### config.mk
export PLATFORM = sky130hd
export DESIGN_NAME = frame_sequencer
export DESIGN_NICKNAME = d
export VERILOG_FILES = /design/src/rtl/frame_sequencer.sv
export SDC_FILE = /design/constraint.sdc
export NUM_CORES = 1
export LEC_CHECK = 0
export ABC_AREA = 1
export BUFFER_PORTS_ARGS = -buffer_cell sky130_fd_sc_hd__buf_4
export CAP_MARGIN = 30
export CORE_MARGIN = 3
export CORE_UTILIZATION = 50
export DETAILED_ROUTE_END_ITERATION = 6
export GPL_TIMING_DRIVEN = 0
export PLACE_DENSITY_LB_ADDON = 0.12
export SLEW_MARGIN = 20
export SYNTH_ARGS = -nofsm -noshare
export SYNTH_HDL_FRONTEND = slang
export SYNTH_SLANG_ARGS = --single-unit
### constraint.sdc
create_clock -name clk -period 2.2 [get_ports clk]
set_input_delay 0.66 -clock clk [delete_from_list [all_inputs] [get_ports clk]]
set_output_delay 0.66 -clock clk [all_outputs]
set_load 0.01 [all_outputs]
### src/rtl/frame_sequencer.sv
`default_nettype none
// ============================================================================
// Module   : frame_sequencer
// Purpose  : Frame FSM for the vector-scope pipeline. It drives the display
//            go/halt handshake and the memory-builder fill handshake, selects
//            the image source, picks the RAM bank and runs a halt watchdog.
//            Define FRAME_PREFILL_EN to fill the back bank while drawing.
// Revision : 1.0 - initial release
// ============================================================================
module frame_sequencer #(
    parameter int HALT_TIMEOUT = 4_000_000,
    parameter int CNT_WIDTH    = 16
) (
    input  logic                 clk,
    input  logic                 rst,
    input  logic                 startgame,
    input  logic                 mtm_show,
    input  logic                 show_death,
    input  logic                 base1_nuked,
    input  logic                 base2_nuked,
    input  logic                 base3_nuked,
    input  logic                 fill_done,
    input  logic                 halt,
    output logic                 fill_req,
    output logic                 fill_bank,
    output logic                 bank,
    output logic                 go,
    output logic [1:0]           src_sel,
    output logic [CNT_WIDTH-1:0] frame_cnt,
    output logic                 timeout_err
);

    localparam int              c_wd_w    = (HALT_TIMEOUT > 1) ? $clog2(HALT_TIMEOUT) : 1;
    localparam logic [c_wd_w-1:0] c_wd_last = c_wd_w'(HALT_TIMEOUT - 1);

    localparam logic [1:0] c_src_start = 2'd0;
    localparam logic [1:0] c_src_mtm   = 2'd1;
    localparam logic [1:0] c_src_game  = 2'd2;
    localparam logic [1:0] c_src_end   = 2'd3;

    typedef enum logic [1:0] {
        ST_IDLE   = 2'd0,
        ST_FILL   = 2'd1,
        ST_LAUNCH = 2'd2,
        ST_DRAW   = 2'd3
    } state_t;

    typedef enum logic [1:0] {
        MODE_START = 2'd0,
        MODE_GAME  = 2'd1,
        MODE_END   = 2'd2
    } mode_t;

    state_t               r_state;
    state_t               w_state_nxt;
    mode_t                r_mode;
    mode_t                w_mode_nxt;
    logic [1:0]           r_src_sel;
    logic [1:0]           w_src_nxt;
    logic                 r_sg_prev;
    logic                 r_sg_pend;
    logic                 w_sg_rise;
    logic                 w_sg_edge;
    logic [c_wd_w-1:0]    r_wd;
    logic                 w_wd_fire;
    logic                 w_frame_end;
    logic                 w_eval;
    logic                 w_next_game;
    logic                 w_prefill_rdy;
    logic                 w_fill_req_nxt;
    logic                 r_go;
    logic                 r_fill_req;
    logic                 r_timeout_err;
    logic [CNT_WIDTH-1:0] r_frame_cnt;

    assign w_sg_rise   = startgame & ~r_sg_prev;
    assign w_sg_edge   = r_sg_pend | w_sg_rise;
    assign w_wd_fire   = (r_state == ST_DRAW) && (r_wd == c_wd_last);
    assign w_frame_end = (r_state == ST_DRAW) && (halt || w_wd_fire);
    assign w_eval      = (r_state == ST_IDLE) || w_frame_end;
    assign w_next_game = (w_src_nxt == c_src_game);

    // One mode step per evaluation; a single startgame edge cannot chain END->START->GAME.
    always_comb begin
        w_mode_nxt = r_mode;
        case (r_mode)
            MODE_START: if (w_sg_edge) w_mode_nxt = MODE_GAME;
            MODE_GAME:  if (show_death || (base1_nuked && base2_nuked && base3_nuked))
                            w_mode_nxt = MODE_END;
            MODE_END:   if (w_sg_edge) w_mode_nxt = MODE_START;
            default:    w_mode_nxt = MODE_START;
        endcase

        if (mtm_show) begin
            w_src_nxt = c_src_mtm;
        end else begin
            case (w_mode_nxt)
                MODE_GAME: w_src_nxt = c_src_game;
                MODE_END:  w_src_nxt = c_src_end;
                default:   w_src_nxt = c_src_start;
            endcase
        end
    end

    always_comb begin
        w_state_nxt = r_state;
        case (r_state)
            ST_IDLE:   w_state_nxt = w_next_game ? ST_FILL : ST_LAUNCH;
            ST_FILL:   if (fill_done) w_state_nxt = ST_LAUNCH;
            ST_LAUNCH: w_state_nxt = ST_DRAW;
            ST_DRAW:   if (w_frame_end)
                           w_state_nxt = (w_next_game && !w_prefill_rdy) ? ST_FILL : ST_LAUNCH;
            default:   w_state_nxt = ST_IDLE;
        endcase
    end

`ifdef FRAME_PREFILL_EN
    logic r_prefill_ok;
    logic r_bank;
    logic r_fill_bank;
    logic w_prefill_set;

    // The prefill window is a DRAW of a game frame; a done coinciding with halt still counts.
    assign w_prefill_set  = (r_state == ST_DRAW) && (r_src_sel == c_src_game) && fill_done;
    assign w_prefill_rdy  = r_prefill_ok || w_prefill_set;
    assign w_fill_req_nxt = (w_state_nxt == ST_FILL) ||
                            ((w_state_nxt == ST_DRAW) && (r_src_sel == c_src_game) && !w_prefill_rdy);

    always_ff @(posedge clk or negedge rst) begin
        if (!rst) begin
            r_prefill_ok <= 1'b0;
            r_bank       <= 1'b0;
            r_fill_bank  <= 1'b1;
        end else begin
            if (w_frame_end) begin
                r_prefill_ok <= 1'b0;
            end else if (w_prefill_set) begin
                r_prefill_ok <= 1'b1;
            end
            // Every game launch shows a freshly written bank, so swap as go rises.
            if ((r_state == ST_LAUNCH) && (r_src_sel == c_src_game)) begin
                r_bank      <= ~r_bank;
                r_fill_bank <= r_bank;
            end
        end
    end

    assign bank      = r_bank;
    assign fill_bank = r_fill_bank;
`else
    assign w_prefill_rdy  = 1'b0;
    assign w_fill_req_nxt = (w_state_nxt == ST_FILL);
    assign bank           = 1'b0;
    assign fill_bank      = 1'b0;
`endif

    always_ff @(posedge clk or negedge rst) begin
        if (!rst) begin
            r_state       <= ST_IDLE;
            r_mode        <= MODE_START;
            r_src_sel     <= c_src_start;
            r_sg_prev     <= 1'b0;
            r_sg_pend     <= 1'b0;
            r_wd          <= '0;
            r_go          <= 1'b0;
            r_fill_req    <= 1'b0;
            r_frame_cnt   <= '0;
            r_timeout_err <= 1'b0;
        end else begin
            r_state   <= w_state_nxt;
            r_sg_prev <= startgame;
            if (w_eval) begin
                r_mode    <= w_mode_nxt;
                r_src_sel <= w_src_nxt;
                r_sg_pend <= 1'b0;
            end else if (w_sg_rise) begin
                r_sg_pend <= 1'b1;
            end
            if (r_state == ST_DRAW) begin
                r_wd <= r_wd + 1'b1;
            end else begin
                r_wd <= '0;
            end
            r_go <= (r_state == ST_LAUNCH);
            if (r_state == ST_LAUNCH) begin
                r_frame_cnt <= r_frame_cnt + 1'b1;
            end
            r_fill_req <= w_fill_req_nxt;
            if (w_wd_fire) begin
                r_timeout_err <= 1'b1;
            end
        end
    end

    assign go          = r_go;
    assign fill_req    = r_fill_req;
    assign src_sel     = r_src_sel;
    assign frame_cnt   = r_frame_cnt;
    assign timeout_err = r_timeout_err;

endmodule
`default_nettype wire
# Yosys cells after proc, flatten, opt, wreduce, memory -nomap -nowiden
# Cells that the tools add are included.
# op_classes
n_addsub	2
n_eq_ne	10
muxes	13
bitwise	3
n_reduce_logical	10
# op_table
operator	count
adder 22 x 1 -> 22 bit, second input constant	1
== test 22 bit, second input constant	1
two-way mux 22 bit	1
adder 16 x 1 -> 16 bit, second input constant	1
two-way mux 2 bit	7
== test 2 bit, second input constant	5
== test 2 x 1 -> 1 bit, second input constant	4
one-hot mux 2 bit (4 select lines)	1
one-hot mux 2 bit (3 select lines)	1
logical AND 1 bit	4
zero test 2 bit	2
one-hot mux 2 bit (2 select lines)	1
logical OR 1 bit	3
two-way mux 1 bit	2
nonzero test 2 bit	1
AND 1 bit	1
inverter 1 bit	1
bitwise OR 1 bit	1
# totals
register_bits	49
output_inout_bits	23
word_cells	48

# Longest topological paths before layout
# Gate-level depths: netlist (run 1).
# depth
ltp_word	13
mapped_depth	13
mapped_depth_nobuf	13

# Worst setup path after synthesis (run 1)
# OpenSTA, ideal clock, no wires.
# synth_path
kind	input -> register
from	input port base3_nuked
to	register r_state[1]
arrival_time_ps	1791
required_ps	2067
path_slack_ps	277
cell_stages	10
n_path_buf	0
cell_sequence	a31o_2 -> o21ai_0 -> inv_1 -> ha_1 -> nor2_1 -> inv_1 -> nor2_1 -> nor2_1 -> nor2_1 -> a31oi_1
# synth_between
elab_chain_len	11
# synth_lines
item	line_no	rtl
start: declaration	21	input logic base3_nuked,
logical AND 1 bit *	88	MODE_GAME: if (show_death || (base1_nuked && base2_nuked && base3_nuked))
logical OR 1 bit *	88	
two-way mux 2 bit *	88	
one-hot mux 2 bit (3 select lines) *	86	case (r_mode)
== test 2 bit / == test 2 x 1 -> 1 bit (equally long branches)	97	case (w_mode_nxt)
one-hot mux 2 bit (2 select lines) *	97	
two-way mux 2 bit *	94	if (mtm_show) begin
== test 2 bit *	81	assign w_next_game = (w_src_nxt == c_src_game);
two-way mux 2 bit *	108, 112	
two-way mux 2 bit	111	ST_DRAW: if (w_frame_end)
one-hot mux 2 bit (4 select lines) *	107	case (r_state)
named net w_state_nxt[1]	55	state_t w_state_nxt;
end signal: assignment	170	r_state <= w_state_nxt;
end: declaration	54	state_t r_state;
# The timed path passes the listed nets; every way through them passes the cells marked *.
# A chain may end at the register's enable or synchronous reset.

# Final worst setup path (run 1)
# layout_path
from	input port base3_nuked
to	register r_fill_req, in the netlist fill_req
# layout_between
elab_chain_len	12
# layout_lines
item	line_no	rtl
logical AND 1 bit *	88	
logical OR 1 bit *	88	
two-way mux 2 bit *	88	
one-hot mux 2 bit (3 select lines) *	86	
== test 2 bit / == test 2 x 1 -> 1 bit (equally long branches)	97	
one-hot mux 2 bit (2 select lines) *	97	
two-way mux 2 bit *	94	
== test 2 bit *	81	
two-way mux 2 bit *	108, 112	
two-way mux 2 bit	111	
one-hot mux 2 bit (4 select lines) *	107	
== test 2 x 1 -> 1 bit *	152	assign w_fill_req_nxt = (w_state_nxt == ST_FILL);
named net w_fill_req_nxt	70	logic w_fill_req_nxt;
end signal: assignment	188	r_fill_req <= w_fill_req_nxt;
end: declaration	72	logic r_fill_req;
# Marked as above.

==> run_results.csv, run 1 <==
group,metric,value,unit
place,place_area,2790,um2
logic_synthesis,synth_top_area_share,49.4,%
logic_synthesis,ys_warn_count,0,
critical_path,slowest_delay,0.24,ns
logic_synthesis,ys_seq_area_share,49.4,%
floorplanning,coreArea,4750,um2
clocking,clkLatencyLatePin,0.31,ns
logic_synthesis,netlist_instances,303,
route,routedWlPerCell,10.9,um
sta,worstMarginPinSlew,0.599,ns
clocking,cts_resized,0,
sta,skew,0.00555,ns
place,post-place-ws,-0.0119,ns
clocking,ctsHoldBuffers,0,
logic_synthesis,post-synth-top-count-cell,"nand2_1",
route,routed_wl,4470,um
power_and_ir_drop,p_sw_share,34.5,%
clocking,clk_pin_slew,0.09,ns
critical_path,timing.rr.end,"fill_req",
sta,min_period_over_period,86.2,%
clocking,cts_max_path_buffers,2,
global_route,grt_max_degree,50,
logic_synthesis,netlist_top_cells_area,"dfrtp_1 49%, nand2_1 9.5%, inv_1 7.0%",
route,dr.pass1.iters,4,
place,hpwl,3300,um
sta,clock.fmax,527,MHz
clocking,cts.htree.levels,2,
power_and_ir_drop,p_per_area,891,nW/um2
critical_path,critPathLaunchType,"primary input",
route,via_count,1942,
place,place_congestion,0.805,
critical_path,crit_path_max_fanout,4,
critical_path,r2r_cells,10,
clocking,clock_sinks,49,
critical_path,cp-startpoint,"base3_nuked",
clocking,cts_inserted_buffers,5,
floorplanning,die_h,76.4,um
global_route,grt_overflow_total,0,
power_and_ir_drop,comb_power_share,29.7,%
power_and_ir_drop,peakVddDrop,400,uV
critical_path,required,2.42,ns
sta,drv_slew,0,
route,via_per_inst,4.75,
cells_and_area,drive_above_1_share,17.3,%
sta,min_period,1.90,ns
critical_path,critPathArrivalTime,2.12,ns
cells_and_area,final_util,61.2,%
logic_synthesis,postSynthAreaPerCell,8.19,um2
logic_synthesis,synth-edff-count,0,
critical_path,critical_path.slowest_cell,"a31o_2",
flow_run,drv_cap,0,
critical_path,crit_top_cell,"nor2_1",
critical_path,crit_chain,"buf_4, a31o_2, o21ai_0, inv_1, ha_1, nor2_1, inv_1, nor2_1, nor2_1, o22ai_1",
route,final_antenna_net_count,0,
critical_path,r2r_setup_slack,0.40,ns
floorplanning,die_x,76.4,um
cells_and_area,area_growth,17.2,%
power_and_ir_drop,leakage,1.46,nW
power_and_ir_drop,netSwitchingPower,0.893,mW
logic_synthesis,yosysTopAreaCell,"dfrtp_1",
global_route,grt_pass1_vias,1851,
logic_synthesis,synth_cell_types,30,
logic_synthesis,synth-main-ff-cell,"dfrtp_1",
clocking,clock-root-buffer,"clkbuf_8",
min_path,hp-class,"primary input to asynchronous set/reset pin",
cells_and_area,nets,354,
power_and_ir_drop,p_clk_share,25.1,%
critical_path,path_buf_inv,3,
critical_path,cp_top_family,"compound AO/OA/AOI/OAI gates",
floorplanning,die_area,5840,um2
logic_synthesis,synth_area,2480,um2
cells_and_area,design_area,2910,um2
sta,rsz0062_at_grt,"no",
global_route,grt_pass1_wl,8220,um
sta,fin_ws,0.303,ns
logic_synthesis,async_reset_ff_share,100,%
sta,hold_viol,0,
cells_and_area,diodes,0,
floorplanning,initial_core_util,52.2,%
clocking,cts_tree,"yes",
sta,setup_viol,0,
clocking,postCtsSetupBuffers,0,
place,place.port_buffers,30,
logic_synthesis,ys_seq_elements,49,
sta,slew_headroom,60.0,%
critical_path,path_class,"primary input to register",
power_and_ir_drop,p_seq_share,45.2,%
global_route,track_usage,17.2,%
outcome,status,"finished, final reports clean",
route,drc,0,
floorplanning,fp-row-count,25,
route,drt_iter0_drc,94,
power_and_ir_drop,p_int,1.70,mW
global_route,grt_antenna_before_repair,0,
critical_path,r2r-start,"r_mode[1]",
floorplanning,ios,33,
critical_path,cp-end-kind,"register",
logic_synthesis,synth_common_cells,"63 x nand2_1, 49 x dfrtp_1, 46 x inv_1, 40 x nor2_1, 19 x nand3_1",
## worst register-to-register path, delay by kind of cell (launching register included)
| kind | cells | cell delay (ns) |
|---|---|---|
| compound gates | 2 | 0.44 |
| buf+inv | 3 | 0.17 |
| fa+ha+maj | 1 | 0.18 |
| simple gates | 4 | 0.51 |
| flops | 1 | 0.41 |
## final cells by class
cell class / instances / area, um2
Buffer: 3 / 20.0
Clock buffer: 5 / 68.8
Clock inverter: 3 / 46.3
Fill cell: 432 / 1850
Inverter: 47 / 181
Multi-Input combinational cell: 205 / 1060
Sequential cell: 49 / 1230
Tap cell: 67 / 83.8
Timing Repair Buffer: 30 / 225
## cells in the final DEF, fill, tap and decap left out, types with 2 or more instances in the layout
master,instances
nand2_1,63
dfrtp_1,49
inv_1,46
nor2_1,40
buf_4,32
nand3_1,19
o21ai_0,12
a21oi_1,11
nor3_1,9
xnor2_1,8
xor2_1,6
nand2_2,5
clkbuf_8,5
nor2_2,4
nand4_1,4
nand2_4,3
a31oi_1,3
ha_1,3
o22ai_1,2
o21ai_1,2
nor3_4,2
conb_1,2
## cell families after synthesis
logic type                 synth area share (%)
and+or+nand+nor                            28.3
xor gates and xnor gates                   4.94
DFF                                        49.4
AOI/OAI and AO/OA                          7.56
other                                     0.151
buffers and inverters                      8.12
adders and majority gates                  1.51
## power by group through the flow
stage | Combinational [mW] | Clock (mW) | Sequential (mW)
6_report | 0.770 | 0.651 | 1.17
5_1_grt | 0.873 | 0.715 | 1.20
4_1_cts | 0.785 | 0.668 | 1.17
3_5_place_dp | 0.784 | 0 | 1.19
3_3_place_gp | 0.765 | 0 | 1.19
2_1_floorplan | 0.479 | 0 | 1.21
## sequential cells by signal, summed over array words and instances (netlist names)
name	count
r_wd	22
frame_cnt	16
r_mode	2
r_state	2
src_sel	2
fill_req	1
go	1
r_sg_pend	1
r_sg_prev	1
timeout_err	1
## layer usage
metal / vias up / global-route usage (%) / routed length, um
li1: 1033 / - / -
met1: 869 / 23.2 / 2200
met2: 34 / 26.3 / 1970
met3: 6 / 4.73 / 217
met4: 0 / 7.07 / 81
met5: - / 0 / 0
## stage by stage
| stage | hold slack [ns] | power (mW) | std cells | setup TNS [ns] |
|---|---|---|---|---|
| 2_1_floorplan | 0.364 | 1.69 | 304 | 0 |
| 3_3_place_gp | 0.454 | 1.95 | 401 | 0 |
| 3_5_place_dp | 0.472 | 1.97 | 401 | -0.0149 |
| 4_1_cts | 0.368 | 2.62 | 409 | 0 |
| 5_1_grt | 0.384 | 2.79 | 409 | 0 |
| 6_report | 0.349 | 2.59 | 409 | 0 |
## worst max-delay path by stage
stage | cells past startpoint | slack, ns | to
6_report | 10 | 0.30 | fill_req
5_1_grt | 9 | 0.18 | r_state[1]
4_1_cts | 11 | 0.31 | r_state[1]
3_5_place_dp | 11 | -0.01 | r_state[1]
3_3_place_gp | 11 | 0.003 | r_state[1]
2_1_floorplan | 10 | 0.28 | r_state[1]
No activity file was read; power rests on OpenSTA's default activity.
==> run 2, diff against run 1 <==
--- a/config.mk
+++ b/config.mk
@@ -7,7 +7,6 @@
 export LEC_CHECK = 0
 export ABC_AREA = 1
 export BUFFER_PORTS_ARGS = -buffer_cell sky130_fd_sc_hd__buf_4
-export CAP_MARGIN = 30
 export CORE_MARGIN = 3
 export CORE_UTILIZATION = 50
 export DETAILED_ROUTE_END_ITERATION = 6
==> constraint.sdc (replaced) <==
create_clock -name clk -period 1.7 [get_ports clk]
set_input_delay 0.51 -clock clk [delete_from_list [all_inputs] [get_ports clk]]
set_output_delay 0.51 -clock clk [all_outputs]
set_load 0.01 [all_outputs]
==> run 2 against run 1 <==
Effect of this change: routed wire length increased by 1.3%; design area increased by 1.2%; clock power increased by 24%; largest cell class unchanged.
==> run_results.csv, run 2 (synthesis gave the netlist of run 1 again) <==
group,metric,value,unit
outcome,status,"finished, final reports clean",
critical_path,r2r-start,"r_sg_pend",
floorplanning,ios,33,
critical_path,cp-end-kind,"register",
global_route,grt_pass1_wl,8400,um
cells_and_area,final_util,61.9,%
cells_and_area,largest_reg_flops,22,
critical_path,slowest_delay,0.37,ns
place,place_congestion,0.805,
cells_and_area,drive_above_1_share,19.8,%
cells_and_area,most-common-layout-cells,"63 x nand2_1, 49 x dfrtp_1, 44 x inv_1",
clocking,clock_sinks,49,
cells_and_area,diodes,0,
place,place.port_buffers,30,
power_and_ir_drop,p_per_area,1160,nW/um2
power_and_ir_drop,peakVddDrop,731,uV
critical_path,critPathArrivalTime,1.74,ns
global_route,track_usage,17.6,%
floorplanning,die_x,76.4,um
route,drc,0,
global_route,grt_overflow_total,0,
route,routed_wl,4530,um
sta,min_period_over_period,91.1,%
critical_path,crit_chain,"a21oi_1, nand2_1, o21ai_1, ha_1, nor2_4, nor2_1, nor2_1, a31oi_1",
critical_path,path_class,"register to register",
critical_path,critPathLaunchType,"register",
clocking,cts_inserted_buffers,5,
clocking,cts.htree.levels,2,
critical_path,path_buf_inv,0,
cells_and_area,layout_commonest_cell,"nand2_1",
critical_path,r2r_setup_slack,0.15,ns
global_route,grt_max_degree,50,
sta,worstMarginPinSlew,0.611,ns
power_and_ir_drop,leakage,1.47,nW
floorplanning,coreArea,4750,um2
floorplanning,fp-row-count,25,
place,dpl.cell_count,401,
sta,skew,0.00882,ns
cells_and_area,area_growth,18.7,%
route,dr.pass1.iters,5,
sta,min_period,1.55,ns
min_path,hp-class,"primary input to asynchronous set/reset pin",
cells_and_area,nets,356,
route,drt_iter0_drc,99,
critical_path,crit_top_cell,"nor2_1",
power_and_ir_drop,power.total,3.42,mW
global_route,grt_pass1_vias,1917,
critical_path,cp_top_family,"compound AO/OA/AOI/OAI gates",
clocking,clock-root-buffer,"clkbuf_8",
cells_and_area,max_flop_register,"r_wd",
route,routedWlPerCell,11.0,um
floorplanning,die_area,5840,um2
critical_path,r2r_cells,8,
flow_run,drv_cap,0,
cells_and_area,num-fill-cells,414,
sta,hold_viol,0,
sta,setup_viol,0,
floorplanning,die_h,76.4,um
sta,slew_headroom,59.3,%
route,final_antenna_net_count,0,
critical_path,crit_path_max_fanout,4,
sta,clock.fmax,646,MHz
clocking,cts_tree,"yes",
critical_path,timing.rr.end,"r_state[1]",
critical_path,required,1.89,ns
sta,whs,0.215,ns
sta,drv_slew,0,
cells_and_area,stdcell_count,410,
global_route,grt_antenna_before_repair,0,
clocking,cts_max_path_buffers,2,
sta,finalSetupTns,0,ns
clocking,clk_pin_slew,0.09,ns
place,hpwl,3310,um
route,via_count,1971,
floorplanning,initial_core_util,52.2,%
clocking,clkLatencyLatePin,0.30,ns
route,via_per_inst,4.81,
critical_path,critical_path.slowest_cell,"dfrtp_1",
[run 2: cell types whose count changed in the layout (fill, tap and decap cells not counted), sizes merged]
cell / delta
buf: +2
clkinvlp: -1
[run 2: worst reg2reg max path, stage by stage, from the launching register on]
cell     delay (ns)
dfrtp_1        0.37
a21oi_1        0.16
nand2_1        0.10
o21ai_1        0.19
ha_1           0.30
nor2_4         0.12
nor2_1         0.06
nor2_1         0.09
a31oi_1        0.04
[run 2: stage by stage]
step	cell area, um2	worst slack [ns]
3_3_place_gp	2800	-0.270
2_1_floorplan	2490	0.0145
3_5_place_dp	2800	-0.264
4_1_cts	2900	0.0235
5_1_grt	2940	-0.00493
6_report	2940	0.151
[run 2: cell type report]
type / instances / area [um2] / share of cell area, %
clock buffers: 5 / 68.8 / 2.34
clock inverters: 2 / 35.0 / 1.19
inverters: 47 / 181 / 6.16
well taps: 67 / 83.8 / 2.85
repair buffers: 32 / 240 / 8.16
flip-flops and latches: 49 / 1230 / 41.6
multi-input cells: 205 / 1090 / 37.0
plain buffers: 3 / 20.0 / 0.680
[run 2: routing by layer]
metal  up-vias  GRT usage (%)  wire length, um
li1       1031              -                -
met1       898           24.3             2250
met2        37           27.2             2010
met3         5           3.78              184
met4         0           6.52               74
met5         -              0                0
[run 2: what timing repair did]
item                       4_1_cts  5_1_grt
setup endpoints to repair        0        8
buffers inserted                 0        2
gates resized for setup          0       12
hold buffers                     0        0
[run 2: how the worst max path moves through the flow]
stage	startpoint	end	slack, ns	cells past startpoint
5_1_grt	r_sg_prev	r_state[1]	-0.005	13
3_5_place_dp	startgame	r_state[1]	-0.26	9
6_report	r_sg_pend	r_state[1]	0.15	8
2_1_floorplan	startgame	r_state[1]	0.01	8
4_1_cts	r_sg_pend	r_state[1]	0.02	8
3_3_place_gp	startgame	r_state[1]	-0.27	9
[run 2: report_power, final]
part	total (mW)	internal [mW]	switching, mW
Combinational	1.09	0.459	0.630
Clock	0.807	0.428	0.379
Sequential	1.52	1.35	0.173
Total	3.42	2.24	1.18
==> run 3, diff against run 2 <==
--- a/config.mk
+++ b/config.mk
@@ -5,7 +5,7 @@
 export SDC_FILE = /design/constraint.sdc
 export NUM_CORES = 1
 export LEC_CHECK = 0
-export ABC_AREA = 1
+export ABC_AREA = 0
 export BUFFER_PORTS_ARGS = -buffer_cell sky130_fd_sc_hd__buf_4
 export CORE_MARGIN = 3
 export CORE_UTILIZATION = 50
==> run 3 against run 2 <==
Effect of this change: the flow now finishes with violations (negative setup slack); worst hold slack got worse by 0.012 ns; design area increased by 4.6%; cell count shrank 18%; die area down 2.7%; first-iteration DRC count rose by 23%; clock skew grew 0.0016 ns; sequential share of layout area down 1.8 points; critical endpoint is now r_state[0].
==> run_results.csv, run 3 <==
group,metric,value,unit
cells_and_area,stdcell_count,338,
min_path,hp-class,"primary input to asynchronous set/reset pin",
sta,min_period_over_period,121,%
logic_synthesis,ys_seq_elements,49,
power_and_ir_drop,leakage,1.44,nW
floorplanning,fp-row-count,24,
logic_synthesis,synth_top_area_share,50.9,%
floorplanning,die_x,75.4,um
cells_and_area,drive_above_1_share,30.4,%
sta,rsz0062_at_grt,"yes",
cells_and_area,nets,298,
critical_path,critical_path.slowest_cell,"or3_4",
floorplanning,ios,33,
critical_path,cp-end-kind,"register",
global_route,grt_pass1_vias,1751,
cells_and_area,most-common-layout-cells,"50 x buf_4, 48 x dfrtp_1, 25 x nor2_1",
floorplanning,coreArea,4500,um2
floorplanning,die_h,75.4,um
clocking,cts.htree.levels,2,
route,drt_iter0_drc,122,
place,place.port_buffers,30,
critical_path,r2r_setup_slack,-0.34,ns
logic_synthesis,async_reset_ff_share,100,%
logic_synthesis,ys_seq_area_share,50.9,%
clocking,clock_sinks,49,
place,dpl.cell_count,314,
critical_path,path_class,"primary input to register",
place,post-place-ws,-0.749,ns
logic_synthesis,ys_warn_count,0,
place,place_congestion,0.722,
global_route,grt_pass1_wl,7820,um
sta,min_period,2.06,ns
place,hpwl,3090,um
logic_synthesis,post-synth-top-count-cell,"dfrtp_1",
cells_and_area,largest_reg_flops,22,
critical_path,path_buf_inv,2,
cells_and_area,final_util,68.4,%
clocking,cts_max_path_buffers,2,
cells_and_area,max_flop_register,"r_wd",
logic_synthesis,synth_common_cells,"49 x dfrtp_1, 25 x nor2_1, 22 x xnor2_1, 18 x nand2_1, 11 x nand3_1",
outcome,status,"finished, violations left",
global_route,grt_antenna_before_repair,0,
critical_path,cp_top_family,"simple AND/OR/NAND/NOR gates",
logic_synthesis,postSynthAreaPerCell,10.4,um2
critical_path,crit_top_cell,"nor2b_4",
logic_synthesis,netlist_instances,231,
sta,drv_slew,0,
clocking,clock-root-buffer,"clkbuf_8",
power_and_ir_drop,p_per_area,1280,nW/um2
critical_path,crit_path_max_fanout,3,
route,final_antenna_net_count,0,
logic_synthesis,yosysTopAreaCell,"dfrtp_1",
outcome,violations,"negative setup slack",
logic_synthesis,synth-edff-count,0,
floorplanning,initial_core_util,53.5,%
critical_path,r2r-start,"r_mode[0]",
floorplanning,die_area,5690,um2
sta,clock.fmax,487,MHz
route,via_per_inst,5.49,
power_and_ir_drop,peakVddDrop,814,uV
route,dr.pass1.iters,4,
cells_and_area,num-fill-cells,368,
clocking,cts_tree,"yes",
route,via_count,1855,
logic_synthesis,netlist_top_cells_area,"dfrtp_1 51%, xnor2_1 8.0%, nor2_1 3.9%",
sta,hold_viol,0,
route,routedWlPerCell,13.8,um
clocking,cts_inserted_buffers,5,
logic_synthesis,synth_cell_types,44,
critical_path,cp-startpoint,"base1_nuked",
sta,fin_ws,-0.355,ns
global_route,grt_overflow_total,0,
sta,worstMarginPinSlew,0.621,ns
critical_path,critPathLaunchType,"primary input",
route,drc,0,
clocking,clk_pin_slew,0.09,ns
cells_and_area,area_growth,27.8,%
critical_path,slowest_delay,0.33,ns
logic_synthesis,synth_area,2410,um2
cells_and_area,layout_commonest_cell,"buf_4",
route,routed_wl,4670,um
global_route,grt_max_degree,50,
global_route,track_usage,17.9,%
cells_and_area,diodes,0,
clocking,clkLatencyLatePin,0.30,ns
sta,setup_viol,3,
clocking,ctsHoldBuffers,0,
flow_run,drv_cap,0,
logic_synthesis,synth-main-ff-cell,"dfrtp_1",
critical_path,crit_chain,"buf_4, a31oi_4, nor2b_4, nor3_2, inv_1, ha_4, or3_4, mux2_4, nor2b_4, a31oi_1",
critical_path,required,1.92,ns
sta,skew,0.0105,ns
sta,slew_headroom,58.6,%
critical_path,critPathArrivalTime,2.27,ns
## run 3: cell types whose count changed after synthesis, sizes merged, moves of 6 or more
cell / change
and3: +8
inv: -41
nand2: -53
nand3: -9
nor2: -19
nor3: -6
o21ai: -9
xnor2: +14
## run 3: worst paths after layout
kind | to | depth (start not counted)
min in group clk | r_sg_prev | 1
hold / removal | r_wd[11] | 1
setup reg to reg | r_state[0] | 8
max in group asynchronous | frame_cnt[3] | 1
setup / recovery | r_state[0] | 10
hold reg to reg | frame_cnt[15] | 1
## run 3: kinds of logic after synthesis
family                   after synthesis  share of synthesized area (%)
buffers and inverters                 16                           3.58
AND/OR/NAND/NOR                      100                           22.9
adder cells (fa/ha/maj)                3                           1.56
multiplexers                           7                           3.01
AO/OA/AOI/OAI                         23                           6.23
flip-flops                            49                           50.9
XOR/XNOR                              32                           11.6
other                                  1                          0.156
## run 3: metal layers
layer	global-route usage, %	vias up	share of wire (%)
met5	0	-	0
met3	3.96	6	4.8
li1	-	897	-
met2	29.0	51	48
met4	4.66	0	1.1
met1	24.3	901	46
## run 3: timing repair
item                                    CTS  global route
endpoints found under the setup margin    9            16
buffers inserted                         13             4
pin swaps                                 5             4
resized for setup                        14            10
## run 3: where the power goes
part / switching [mW] / internal [mW] / leakage [nW]
Sequential: 0.225 / 1.38 / 0.650
Combinational: 0.766 / 0.837 / 0.732
Clock: 0.371 / 0.368 / 0.0542
## run 3: per-stage QoR
step	cell area [um2]	setup TNS [ns]	hold slack [ns]	power [mW]
after global routing	3080	-1.70	0.247	4.24
after global placement	2730	-2.63	0.462	2.87
after floorplan	2440	-1.34	0.214	2.46
final	3080	-1.01	0.203	3.95
after CTS	2990	-0.922	0.237	3.89
after detailed placement	2730	-2.79	0.474	2.89
## run 3: final cells by class
| cell class | count | area (um2) | area share [%] |
|---|---|---|---|
| inverter | 6 | 22.5 | 0.731 |
| timing repair buffer | 47 | 360 | 11.7 |
| buffer | 9 | 60.1 | 1.95 |
| clock inverter | 1 | 5.00 | 0.162 |
| clock buffer | 7 | 96.3 | 3.13 |
| sequential | 49 | 1230 | 39.8 |
| multi-input combinational | 167 | 1240 | 40.4 |
| tap | 52 | 65.1 | 2.11 |
